[src/rtl/multicycle_control_unit.sv]
// Multicycle control FSM: sequences DP, LDR/STR and B/BL instructions through
// fetch/decode/execute/writeback steps and gates architectural writes on the
// instruction's condition code, latched at DECODE.
module multicycle_control_unit #(
    parameter logic HALT_ON_UNDEF = 1'b0
) (
    input  logic        clock,
    input  logic        reset,
    input  logic [31:0] INSTRUCTION_OUT,
    input  logic [3:0]  FLAGS,
    output logic        A3Src,
    output logic        AdrSrc,
    output logic        FlagUpdate,
    output logic        IRWrite,
    output logic        MemWrite,
    output logic        PCWrite,
    output logic        RegWrite,
    output logic        WD3Src,
    output logic [1:0]  ALUSrcA,
    output logic [1:0]  ALUSrcB,
    output logic [1:0]  ResultSrc,
    output logic [1:0]  RegSrc,
    output logic [2:0]  ALUop,
    output logic [2:0]  ShiftType,
    output logic [3:0]  state_dbg
);

    typedef enum logic [3:0] {
        S_FETCH    = 4'd0,
        S_DECODE   = 4'd1,
        S_MEMADR   = 4'd2,
        S_MEMREAD  = 4'd3,
        S_MEMWB    = 4'd4,
        S_MEMWRITE = 4'd5,
        S_EXECR    = 4'd6,
        S_EXECI    = 4'd7,
        S_ALUWB    = 4'd8,
        S_BRANCH   = 4'd9,
        S_HALT     = 4'd10
    } state_t;

    localparam state_t UNDEF_NEXT = HALT_ON_UNDEF ? S_HALT : S_FETCH;

    state_t state_q;
    logic   cond_q;

    logic [3:0] cond;
    logic [1:0] op;
    logic       imm;
    logic [3:0] cmd;
    logic       sbit;
    logic [4:0] shamt;
    logic [1:0] sh;
    logic       unused_ir;

    assign cond      = INSTRUCTION_OUT[31:28];
    assign op        = INSTRUCTION_OUT[27:26];
    assign imm       = INSTRUCTION_OUT[25];
    assign cmd       = INSTRUCTION_OUT[24:21];
    assign sbit      = INSTRUCTION_OUT[20];
    assign shamt     = INSTRUCTION_OUT[11:7];
    assign sh        = INSTRUCTION_OUT[6:5];
    assign unused_ir = ^{INSTRUCTION_OUT[19:12], INSTRUCTION_OUT[4:0]};

    logic [2:0] alu_code;
    logic       dp_valid;
    logic       is_cmp;
    logic       cond_ex;

    // Map the data-processing cmd field to an ALU operation and flag unsupported cmds
    always_comb begin
        dp_valid = 1'b1;
        alu_code = 3'b000;
        is_cmp   = (cmd == 4'b1010);
        case (cmd)
            4'b0100: alu_code = 3'b000;
            4'b0010: alu_code = 3'b001;
            4'b0000: alu_code = 3'b010;
            4'b1100: alu_code = 3'b011;
            4'b0001: alu_code = 3'b110;
            4'b1101: alu_code = 3'b100;
            4'b1010: alu_code = 3'b001;
            default: dp_valid = 1'b0;
        endcase
    end

    // Evaluate the condition field against the current {N,Z,C,V}
    always_comb begin
        cond_ex = 1'b0;
        case (cond)
            4'b0000: cond_ex = FLAGS[2];
            4'b0001: cond_ex = ~FLAGS[2];
            4'b0010: cond_ex = FLAGS[1];
            4'b0011: cond_ex = ~FLAGS[1];
            4'b0100: cond_ex = FLAGS[3];
            4'b0101: cond_ex = ~FLAGS[3];
            4'b0110: cond_ex = FLAGS[0];
            4'b0111: cond_ex = ~FLAGS[0];
            4'b1000: cond_ex = FLAGS[1] & ~FLAGS[2];
            4'b1001: cond_ex = ~FLAGS[1] | FLAGS[2];
            4'b1010: cond_ex = (FLAGS[3] == FLAGS[0]);
            4'b1011: cond_ex = (FLAGS[3] != FLAGS[0]);
            4'b1100: cond_ex = ~FLAGS[2] & (FLAGS[3] == FLAGS[0]);
            4'b1101: cond_ex = FLAGS[2] | (FLAGS[3] != FLAGS[0]);
            4'b1110: cond_ex = 1'b1;
            default: cond_ex = 1'b0;
        endcase
    end

    // State sequencing; the condition outcome is captured once, in DECODE
    always_ff @(posedge clock) begin
        if (reset) begin
            state_q <= S_FETCH;
            cond_q  <= 1'b0;
        end else begin
            case (state_q)
                S_FETCH:  state_q <= S_DECODE;
                S_DECODE: begin
                    cond_q <= cond_ex;
                    case (op)
                        2'b00:   state_q <= !dp_valid ? UNDEF_NEXT : (imm ? S_EXECI : S_EXECR);
                        2'b01:   state_q <= S_MEMADR;
                        2'b10:   state_q <= S_BRANCH;
                        default: state_q <= UNDEF_NEXT;
                    endcase
                end
                S_MEMADR:   state_q <= sbit ? S_MEMREAD : S_MEMWRITE;
                S_MEMREAD:  state_q <= S_MEMWB;
                S_MEMWB:    state_q <= S_FETCH;
                S_MEMWRITE: state_q <= S_FETCH;
                S_EXECR,
                S_EXECI:    state_q <= is_cmp ? S_FETCH : S_ALUWB;
                S_ALUWB:    state_q <= S_FETCH;
                S_BRANCH:   state_q <= S_FETCH;
                S_HALT:     state_q <= S_HALT;
                default:    state_q <= S_FETCH;
            endcase
        end
    end

    // Moore output decode; everything is held inactive while reset is asserted
    always_comb begin
        A3Src      = 1'b0;
        AdrSrc     = 1'b0;
        FlagUpdate = 1'b0;
        IRWrite    = 1'b0;
        MemWrite   = 1'b0;
        PCWrite    = 1'b0;
        RegWrite   = 1'b0;
        WD3Src     = 1'b0;
        ALUSrcA    = 2'b00;
        ALUSrcB    = 2'b00;
        ResultSrc  = 2'b00;
        RegSrc     = 2'b00;
        ALUop      = 3'b000;
        ShiftType  = 3'b111;
        state_dbg  = '0;
        if (!reset) begin
            state_dbg = state_q;
            case (state_q)
                S_FETCH: begin
                    IRWrite   = 1'b1;
                    PCWrite   = 1'b1;
                    ALUSrcB   = 2'b11;
                    ResultSrc = 2'b10;
                end
                S_DECODE: begin
                    ALUSrcB   = 2'b11;
                    ResultSrc = 2'b10;
                    RegSrc    = {op == 2'b01, op == 2'b10};
                end
                S_MEMADR: begin
                    ALUSrcA = 2'b01;
                    ALUSrcB = 2'b01;
                    RegSrc  = 2'b10;
                end
                S_MEMREAD: AdrSrc = 1'b1;
                S_MEMWB: begin
                    AdrSrc    = 1'b1;
                    ResultSrc = 2'b01;
                    RegWrite  = cond_q;
                end
                S_MEMWRITE: begin
                    AdrSrc   = 1'b1;
                    RegSrc   = 2'b10;
                    MemWrite = cond_q;
                end
                S_EXECR,
                S_EXECI: begin
                    ALUSrcA    = 2'b01;
                    ALUSrcB    = (state_q == S_EXECI) ? 2'b01 : 2'b00;
                    ALUop      = alu_code;
                    FlagUpdate = cond_q & (sbit | is_cmp);
                    if (state_q == S_EXECR && shamt != 5'd0) begin
                        ShiftType = {1'b0, sh};
                    end
                end
                S_ALUWB: RegWrite = cond_q;
                S_BRANCH: begin
                    ALUSrcB   = 2'b01;
                    ResultSrc = 2'b10;
                    RegSrc    = 2'b01;
                    PCWrite   = cond_q;
                    if (cmd[3]) begin
                        RegWrite = cond_q;
                        A3Src    = 1'b1;
                        WD3Src   = 1'b1;
                    end
                end
                default: ;
            endcase
        end
    end

endmodule

[config.mk]
export PLATFORM = sky130hd
export DESIGN_NAME = multicycle_control_unit
export DESIGN_NICKNAME = d
export VERILOG_FILES = /design/src/rtl/multicycle_control_unit.sv
export SDC_FILE = /design/constraint.sdc
export NUM_CORES = 1
export LEC_CHECK = 0
export ABC_AREA = 0
export CAP_MARGIN = 20
export CORE_ASPECT_RATIO = 1.75
export CORE_MARGIN = 2
export CORE_UTILIZATION = 30
export CTS_CLUSTER_SIZE = 10
export DETAILED_ROUTE_END_ITERATION = 12
export PLACE_DENSITY = 0.76
export SYNTH_ARGS = -nofsm -noshare
export SYNTH_HDL_FRONTEND = slang
export SYNTH_SLANG_ARGS = --single-unit
export TNS_END_PERCENT = 10
[constraint.sdc]
create_clock -name clock -period 1.34 [get_ports clock]
set_input_delay 0.268 -clock clock [delete_from_list [all_inputs] [get_ports clock]]
set_output_delay 0.268 -clock clock [all_outputs]
set_load 0.02 [all_outputs]
# Word-level counts from Yosys, hierarchy flattened
# Cells that the tools add are included.
# word_totals
latch_bits,0
reg_bits,5
output_inout_bits,26
wordCells,102
input_bits,38
mem_count,0
mem_bits_ro,0
mem_bits_rw,0
# op_classes
reduce_logical,16
div_mod_pow,0
order_cmp,0
shift,0
n_eq_ne,34
add_sub_neg,0
n_bitwise,10
multipliers,0
n_mux,40
# ops
op,count
"4-bit equality test, second input constant",13
"4-bit by 3-bit equality test with 1-bit output, second input constant",9
4-bit case mux with 6 select lines,1
3-bit 2-to-1 mux,7
"4-bit by 2-bit equality test with 1-bit output, second input constant",5
1-bit 2-to-1 mux,19
1-bit case mux with 15 select lines,1
3-bit case mux with 5 select lines,1
"4-bit by 1-bit equality test with 1-bit output, second input constant",3
4-bit logical NOT,3
2-bit case mux with 3 select lines,2
4-bit case mux with 3 select lines,1
2-bit OR reduction,6
3-bit OR reduction,3
4-bit 2-to-1 mux,2
7-bit OR reduction,1
2-bit 2-to-1 mux,3
5-bit nonzero test,1
1-bit NOT,4
1-bit case mux with 2 select lines,2
2-bit case mux with 2 select lines,1
1-bit AND,3
1-bit bitwise OR,3
"2-bit by 1-bit equality test with 1-bit output, second input constant",1
5 further kinds,5

# Logic depth before layout (Yosys ltp)
# logic_depth
word_depth,6
mapped_depth,6
depth_no_buf,5

# Worst setup path before layout
# OpenSTA, ideal clock, no wires.
# synth_timing
path_type,flip-flop to output port
from,register state_q[1]
to,output WD3Src
path_slack_ns,-0.332
required_time_ns,1.072
path_stages_with_launch,5
t_arrival_ns,1.404
path_cell_list,dfxtp_1 -> nand2b_1 -> nand2b_1 -> nor3_1 -> buf_4
# synth_between
elab_chain_len,3
# synth_rtl
element,line_no,rtl
from (decl),44,state_t state_q;
from (signal assigned),121,2'b00: state_q <= !dp_valid ? UNDEF_NEXT : (imm ? S_EXECI : S_EXECR);
from (signal assigned),127,S_MEMADR: state_q <= sbit ? S_MEMREAD : S_MEMWRITE;
from (signal assigned),132,S_EXECI: state_q <= is_cmp ? S_FETCH : S_ALUWB;
4-bit equality test,-,
1-bit 2-to-1 mux (2 in series),-,
to (decl),18,"output logic WD3Src,"
# Every way passes these cells.

# Worst setup path after layout
# layout_timing
from,register state_q[3]
to,output WD3Src
# layout_between
elab_chain_len,3
# layout_rtl
element,line_no,rtl
4-bit equality test,160,case (state_q)
1-bit 2-to-1 mux,160,
1-bit 2-to-1 mux,158,if (!reset) begin
# Every way passes these cells.

==> results.sh <==
export IMPL_grt_pass1_wl_um=5990
export IMPL_instances_no_fill=245
export IMPL_vias=1318
export IMPL_hold_depth=4
export IMPL_status="complete, but fails checks"
export IMPL_die_area_sq_um=3260
export IMPL_dieHeight_um=74.0
export IMPL_clock_power_share_pct=24.4
export IMPL_drc=0
export IMPL_area_growth_synth_to_final_pct=126
export IMPL_core_region_area_sq_um=2690
export IMPL_stdcell_area_sq_um=1900
export IMPL_drt_pre_antenna_iters=4
export IMPL_grt_use_total_pct=23.7
export IMPL_fin_crit_sh_pct=122
export IMPL_die_w_um=44.0
export IMPL_dp_cells=234
export IMPL_dp_slack_ps=-1050
export IMPL_clock_sinks=5
export IMPL_multiInputGateArea_sq_um=868
export IMPL_drt_iter0_drc=32
export IMPL_intPower_uw=703
export IMPL_synthTopCellsByCount="nor2_1, a21oi_1, nand2_1"
export IMPL_cp_max_fo=4
export IMPL_grt_overflow=0
export IMPL_dp_hpwl_um=2650
export IMPL_synth_edf_count=0
export IMPL_syn_nets=166
export IMPL_ys_seq_area_share_pct=11.9
export IMPL_h_tree_depth=1
export IMPL_required_ps=1070
export IMPL_row_count=25
export IMPL_r2r_start="state_q[3]"
export IMPL_fillers=206
export IMPL_detail_route_wl_per_cell_um=15.2
export IMPL_synth_top_area_share_pct=11.9
export IMPL_cp_arrival_ps=1370
export IMPL_detail_route_antenna_nets=0
export IMPL_async_flop_share_pct=0
export IMPL_setup_worst_path_start="state_q[3]"
export IMPL_port_buffers=49
export IMPL_clockBufferDepth=2
export IMPL_place_area_sq_um=1620
export IMPL_nets=257
export IMPL_cts_tree="done"
export IMPL_worst_setup_path_type="reg2out"
export IMPL_cp_start_kind="flop"
export IMPL_synth_seq_cells=5
export IMPL_layout_area_seq_sq_um=115
export IMPL_grt_pass1_vias=1398
export IMPL_antenna_found_initial=0
export IMPL_cts_root_buf="clkbuf_8"
export IMPL_n_antenna_cell=0
export IMPL_critPathCaptureType="primary output"
export IMPL_synth_ff_type="dfxtp_1"
export IMPL_grt_max_degree=11
export IMPL_p_switching_uw=406
export IMPL_path_cells="buf_4 > nor2b_4 > nand2b_4 > nor3_4 > buf_6"
export IMPL_totalWireLength_um=3730
export IMPL_hp_class="in2reg"
export IMPL_ir_drop_mv=0.671
export IMPL_ys_types=44
export IMPL_ios=64
export IMPL_clk_latency_ps=210
export IMPL_syn_area_per_cell_sq_um=6.57
export IMPL_p_leak_uw=0.000842
export IMPL_yosysTopAreaCell="dfxtp_1"
export IMPL_violations="setup timing"
export IMPL_maxSlewViolCount=0
export IMPL_rsz0062_at_grt="true"
export IMPL_crit_path_max_incr_delay_ps=380
export IMPL_max_cap_violations=0
export IMPL_finalClockSkew_ps=0.751
export IMPL_setup_ws_ps=-299
export IMPL_power_frac_seq_pct=17.5
export IMPL_post_route_util_pct=70.7
export IMPL_start_util_pct=31.3
export IMPL_powerDensity_nw_per_um2=584
export IMPL_min_period_ps=1640
export IMPL_numCtsBuffers=3
export IMPL_gp_congestion=0.778
export IMPL_syn_inst=128
export IMPL_comb_power_share_pct=58.0
export IMPL_viasPerCell=5.38
export IMPL_whs_ps=591
export IMPL_netlist_top_cells_area="dfxtp_1, nor2_1, a21oi_1"
export IMPL_worst_r2r_cell_count=6
export IMPL_drive_gt1_share_pct=58.3
export IMPL_synthesis_area_sq_um=841
export IMPL_p_sw_share_pct=36.6
export IMPL_yosys_warnings=0
export IMPL_path_clk_slew_ps=30
export IMPL_timing_fmax_mhz=610
export IMPL_hold_start="INSTRUCTION_OUT[27]"
export IMPL_critPathSlowestCell="dfxtp_4"
export IMPL_synth_most_common_cell="nor2_1"
export IMPL_finalHoldViolations=0
export IMPL_setup_viol=24
power groups by stage:
| stage | clock [uW] | sequential, uW | combinational, uW |
|---|---|---|---|
| 2_1_floorplan | 0 | 173 | 246 |
| 3_3_place_gp | 0 | 186 | 519 |
| 3_5_place_dp | 0 | 187 | 535 |
| 4_1_cts | 276 | 192 | 583 |
| 5_1_grt | 284 | 195 | 690 |
| 6_report | 271 | 195 | 644 |
final timing paths:
kind                                   end  slack (ps)
worst min-delay path            state_q[1]         590
worst max register to register  state_q[0]         -90
worst min register to register  state_q[2]         700
worst max-delay path                WD3Src        -300
final cells by class:
class	instances	share of cell area (%)
multi-input combinational	104	45.7
inverter	9	1.91
sequential	5	6.06
tap	27	1.78
clock buffer	4	2.37
timing repair buffer	96	42.2
what timing repair did:
item	4_1_cts	5_1_grt
buffers inserted	6	1
endpoints found under the setup margin	29	29
hold buffers	0	0
resized for setup	187	36
pin swaps	12	5
critical path, delay by kind of cell, from the launching register on:
kind	cells	cell delay, ps
and+or+nand+nor	3	480
DFF	1	380
buffers and inverters	2	300
cells by family after synthesis:
group           Yosys count  synth area share [%]
simple gates             64                  43.3
compound gates           33                  26.5
buf+inv                  19                  11.0
flops                     5                  11.9
xor+xnor                  3                  3.13
mux                       3                  3.72
other cells               1                 0.446
per-stage QoR:
| step | setup TNS, ps | total power (uW) |
|---|---|---|
| after global placement | -21060 | 705 |
| after detailed placement | -21530 | 721 |
| after global routing | -6040 | 1170 |
| after CTS | -4640 | 1050 |
| final | -4680 | 1110 |
| after floorplan | -1450 | 419 |
sequential cells by signal (all words and copies together), names as in the netlist:
signal and flops:
state_q 4, cond_q 1
layout by cell type (no fill, tap or decap), types with 4 or more instances in the layout:
cell type / netlist / routed
buf_4: 2 / 54
buf_6: 1 / 16
clkdlybuf4s50_1: 0 / 12
nand2_1: 10 / 9
nor2_1: 14 / 9
inv_1: 9 / 8
a21oi_2: 0 / 6
nand3b_1: 5 / 5
buf_2: 5 / 5
nand2b_4: 0 / 4
a21oi_1: 10 / 4
nor3_2: 1 / 4
dlygate4sd2_1: 0 / 4
dfxtp_4: 0 / 4
per-layer routing:
layer  up-vias  part of all wire (%)  GRT usage (%)
met1       615                    32           22.4
met2        59                    59           49.7
met4         0                   3.0           6.06
met5         -                     0              0
met3        16                   5.2           3.64
li1        628                     -              -
No activity file was read; power rests on OpenSTA's default activity.
==> edit 1: new RTL, config.mk and constraints unchanged <==
The parameter `HALT_ON_UNDEF` goes from 1'b0 to 1'b1.
--- a/src/rtl/multicycle_control_unit.sv
+++ b/src/rtl/multicycle_control_unit.sv
@@ -4,3 +4,3 @@
 module multicycle_control_unit #(
-    parameter logic HALT_ON_UNDEF = 1'b0
+    parameter logic HALT_ON_UNDEF = 1'b1
 ) (
Formal check against the unedited RTL: not equivalent (a bounded check fails within 4 cycles, from zero or initial values and one cycle with reset high).
==> edit 1 against the unedited design <==
The run still ends with negative setup slack left. Power up 14%. Routed wire length grew 9.6%. Synthesized area is 6.0% higher. First-iteration DRC count grew 59%. Die area rose by 5.5%. Critical path depth down 1. Maximum frequency is 1.0% lower. Register-to-register slack improved by 0.12 ns. Final area rose by 3.5%. Synthesized cell count up 3.1%. Sequential cell count unchanged. Setup slack worse by 0.017 ns. Largest cell class unchanged.
==> edit 1: results (changes against the unedited design) <==
{| class="wikitable"
! Metric !! Value
|-
| Status || finished, violations left
|-
| Violations in the final reports || negative setup slack
|-
| Ratio of cells with drive above 1 in the final layout || 59.3% (+1.0 points)
|-
| Post-route worst setup slack || -0.316 ns (-0.0167 ns)
|-
| GR Util met3 || 3.08% (-0.56 points)
|-
| HPWL after detailed placement || 2920 um (+10%)
|-
| Net count after synthesis || 170 (+2.4%)
|-
| Slowest stage cell on the critical path || sky130_fd_sc_hd__or3_4
|-
| Critical-path maximum fanout || 5 (+1)
|-
| Via count of the first global-routing pass || 1447 (+3.5%)
|-
| Total cell area at the placement stage || 1760 um^2 (+8.3%)
|-
| Final Routed Wirelength || 4090 um (+9.6%)
|-
| Cell types occupying the most area after synthesis || sky130_fd_sc_hd__dfxtp_1 11%, sky130_fd_sc_hd__nor2_1 7.6%, sky130_fd_sc_hd__nand2b_1 5.6%, sky130_fd_sc_hd__nor4_1 4.9%, sky130_fd_sc_hd__a21oi_1 4.5%
|-
| Prevailing post-synth register cell || sky130_fd_sc_hd__dfxtp_1
|-
| Max VDD drop || 417 uV (-38%)
|-
| Net count of the finished layout || 255 (-0.78%)
|-
| Met1 demand-to-capacity share in global routing || 22.9% (+0.54 points)
|-
| Number of endpoints failing setup at the final stage || 24 (unchanged)
|-
| Via density || 5.55 (+3.1%)
|-
| CP arrival || 1.39 ns (+0.02 ns)
|-
| Leakage power of the design || 0.851 nW (+1.0%)
|-
| Leading post-synthesis cells by instance count || 18 x sky130_fd_sc_hd__nor2_1, 8 x sky130_fd_sc_hd__a21oi_1, 8 x sky130_fd_sc_hd__nand2b_1
|-
| Final clock skew || 0.000549 ns (-0.000203 ns)
|-
| Routability congestion estimate from global placement || 0.810 (+4.2%)
|-
| Portion of the post-synthesis area used by sequential elements || 11.2% (-0.67 points)
|-
| Placed insts || 236 (+0.85%)
|-
| Library cells used by synthesis || 45 (+2.3%)
|-
| Wire length of the first global-routing pass || 6460 um (+7.8%)
|-
| Detail-routed net length per standard cell || 16.8 um (+10%)
|-
| Internal cell power || 0.765 mW (+8.7%)
|-
| Count of routing violations after the opening detailed-route iteration || 51 (+59%)
|-
| Post-Syn Area per Cell || 6.75 um^2 (+2.7%)
|-
| M2 GR Usage || 48.0% (-1.7 points)
|}
## edit 1: cell types whose count changed in the layout (fill, tap and decap cells not counted), sizes merged, moves of 3 or more
cell           unedited run  this run
nor2                     15        18
nor3                     10         6
clkdlybuf4s50            12         9
dlygate4sd2               4         8
xnor2                     1         4
buf                      75        71
a211oi                    0         3
o21ai                     7         4
and3                      0         3
clkdlybuf4s15             2         5
clkbuf                    7         4
nor4                      1         7
## edit 1: final timing paths
check / depth (start not counted) / slack [ns] / endpoint / start
setup / recovery: 4 / -0.32 / ALUSrcB[0] / state_q[1]
hold / removal: 4 / 0.62 / state_q[0] / INSTRUCTION_OUT[26]
setup reg to reg: 5 / 0.03 / state_q[3] / state_q[1]
hold reg to reg: 2 / 0.65 / state_q[1] / state_q[2]
## edit 1: final cells by class
type / instances / area (um^2)
clock buffer: 4 / 45.0
multi-input combinational: 107 / 952
inverter: 7 / 33.8
fill: 237 / 896
timing repair buffer: 93 / 788
tap: 28 / 35.0
sequential: 5 / 113
## edit 1: repair_timing
item,CTS,global route
resized for setup,187,19
endpoints found under the hold margin,0,0
pin swaps,12,5
buffers inserted,4,0
setup endpoints to repair,29,29
## edit 1: worst register-to-register path, cell delays in order (launching register included)
cell                        delay (ns)
sky130_fd_sc_hd__dfxtp_4          0.35
sky130_fd_sc_hd__buf_4            0.17
sky130_fd_sc_hd__nor2_2           0.15
sky130_fd_sc_hd__buf_4            0.15
sky130_fd_sc_hd__o2111ai_1        0.14
sky130_fd_sc_hd__a211oi_2         0.26
## edit 1: stage by stage
step           hold slack, ns  setup WS, ns  power, mW  util (%)  TNS (ns)
4_1_cts                 0.619        -0.320       1.21      66.6     -4.58
6_report                0.622        -0.316       1.27      68.7     -4.50
3_5_place_dp            0.656         -1.07      0.889      61.4    -22.92
3_3_place_gp            0.645        -0.957      0.869      61.4    -21.74
2_1_floorplan           0.459        -0.177      0.554         -     -1.72
5_1_grt                 0.656        -0.342       1.32      68.7     -5.68
## edit 1: logic make-up after synthesis
logic type      count (synthesis)  synth area share [%]
buf+inv                        20                  12.2
compound gates                 28                  24.3
simple gates                   71                  44.5
mux                             3                  3.37
flops                           5                  11.2
other cells                     1                 0.421
xor+xnor                        4                  3.93
## edit 1: layer usage
layer | up-vias | share of wire (%)
met3 | 14 | 5.8
met5 | - | 0
met4 | 0 | 2.3
li1 | 641 | -
met1 | 638 | 32
met2 | 60 | 60
## edit 1: power groups by stage
stage | sequential, mW | combinational, mW | clock, mW
2_1_floorplan | 0.183 | 0.371 | 0
3_3_place_gp | 0.185 | 0.683 | 0
3_5_place_dp | 0.185 | 0.703 | 0
4_1_cts | 0.192 | 0.737 | 0.285
5_1_grt | 0.197 | 0.833 | 0.293
6_report | 0.196 | 0.784 | 0.285
==> edit 2: new RTL, same settings <==
Without the edit above. Make the reset (`reset`) asynchronous in one clocked block.
--- a/src/rtl/multicycle_control_unit.sv
+++ b/src/rtl/multicycle_control_unit.sv
@@ -110,3 +110,3 @@
     // State sequencing; the condition outcome is captured once, in DECODE
-    always_ff @(posedge clock) begin
+    always_ff @(posedge clock or posedge reset) begin
         if (reset) begin
Check against the original RTL: no difference found for any inputs over 10 cycles, from zero or initial values and one cycle with reset high; that may be too few to reach the edited logic, so the function may still have changed.
==> edit 2 against the unedited design <==
The run still ends with negative setup slack left. Synthesized area increased by 8.2%. Setup slack got worse by 0.032 ns. Final area rose by 1.1%. First-iteration DRC count is 41% lower. Sequential cell count stayed put. Die area rose by 7.6%. Routed wire length down 11%. Largest cell class unchanged. Critical endpoint is now ShiftType[1]. Register-to-register slack got worse by 0.17 ns. Global-route usage decreased by 3.7 points. Non-clock buffer count increased by 1.
Power is not compared: it rests on default switching activity, and its combinational part moved more than twofold at a synthesized area within 25%.
==> edit 2: results (changes against the unedited design) <==
{| class="wikitable"
! Metric !! Value
|-
| Status || finished, violations left
|-
| Violations in the final reports || negative setup slack
|-
| Multi-In Gates || 109 (+4.8%)
|-
| Net count of the finished layout || 261 (+1.6%)
|-
| Count of routing violations after the opening detailed-route iteration || 19 (-41%)
|-
| Critical-path maximum fanout || 6 (+2)
|-
| HPWL after detailed placement || 2650 um (-0.15%)
|-
| Data buffer area share || 42.5% (+0.28 points)
|-
| Area taken by flip-flops and latches || 129 um^2 (+12%)
|-
| Area of the multi-input gates || 866 um^2 (-0.29%)
|-
| Fraction of area in clock buffers and inverters || 2.35% (-0.025 points)
|-
| Library cells used by synthesis || 51 (+16%)
|-
| Ratio of cells with drive above 1 in the final layout || 55.4% (-2.9 points)
|-
| Net count after synthesis || 168 (+1.2%)
|-
| Slowest stage cell on the critical path || sky130_fd_sc_hd__dfrtp_2
|-
| Post-route worst setup slack || -0.332 ns (-0.0322 ns)
|-
| Worst setup startpoint || state_q[3]
|-
| Destination of the worst register-to-register timing path || cond_q
|-
| Via density || 5.30 (-1.5%)
|-
| Timing endpoint of the critical path || ShiftType[1]
|-
| Leading post-synthesis cells by instance count || 20 x sky130_fd_sc_hd__nor2_1, 10 x sky130_fd_sc_hd__nand2_1, 7 x sky130_fd_sc_hd__inv_1
|-
| Final standard cell utilization of the core || 66.3% (-4.3 points)
|-
| TNS Setup || -6.42 ns (-1.74 ns)
|-
| Number of endpoints failing setup at the final stage || 27 (+13%)
|-
| Via count of the first global-routing pass || 1301 (-6.9%)
|-
| Worst-case setup slack after placement || -1.08 ns (-0.0338 ns)
|-
| Non-filler cells, final || 250 (+2.0%)
|-
| Detail-routed net length per standard cell || 13.3 um (-13%)
|-
| Post-synthesis async set-or-reset flop share || 100% (+100 points)
|-
| Tap Count || 28 (+3.7%)
|-
| Portion of the post-synthesis area used by sequential elements || 13.8% (+1.9 points)
|-
| Post-Syn Area per Cell || 7.00 um^2 (+6.5%)
|-
| Cell types occupying the most area after synthesis || sky130_fd_sc_hd__dfrtp_1 14%, sky130_fd_sc_hd__nor2_1 8.3%, sky130_fd_sc_hd__nand2_1 4.1%, sky130_fd_sc_hd__nor3_1 3.3%, sky130_fd_sc_hd__o21ai_0 3.3%
|-
| Placed insts || 237 (+1.3%)
|-
| Classification of the worst-slack hold path || primary input to asynchronous set/reset pin
|-
| Final clock skew || 0.000173 ns (-0.000578 ns)
|}
edit 2: worst min-delay path, delay by kind of cell:
kind | cells | cell delay (ns)
buffers and inverters | 4 | 0.55
edit 2: what timing repair did:
| item | in CTS | in global routing |
|---|---|---|
| resized for setup | 127 | 44 |
| pin swaps | 11 | 11 |
| endpoints found under the setup margin | 29 | 29 |
| setup buffers | 2 | 7 |
| hold buffers | 0 | 0 |
edit 2: logic make-up (layout without fill, tap and decap cells):
kind of cell | Yosys count | in the layout | synth area share (%)
flip-flops | 5 | 5 | 13.8
AO/OA/AOI/OAI | 29 | 29 | 22.1
buffers and inverters | 16 | 108 | 9.90
other | 1 | 1 | 0.412
XOR/XNOR | 4 | 4 | 4.68
AND/OR/NAND/NOR | 73 | 73 | 46.8
multiplexers | 2 | 2 | 2.34
edit 2: layer usage:
| layer | GRT usage [%] | routed length [um] |
|---|---|---|
| met5 | 0 | 0 |
| met4 | 10.6 | 112 |
| met3 | 2.59 | 126 |
| met2 | 34.9 | 1910 |
| met1 | 21.8 | 1180 |
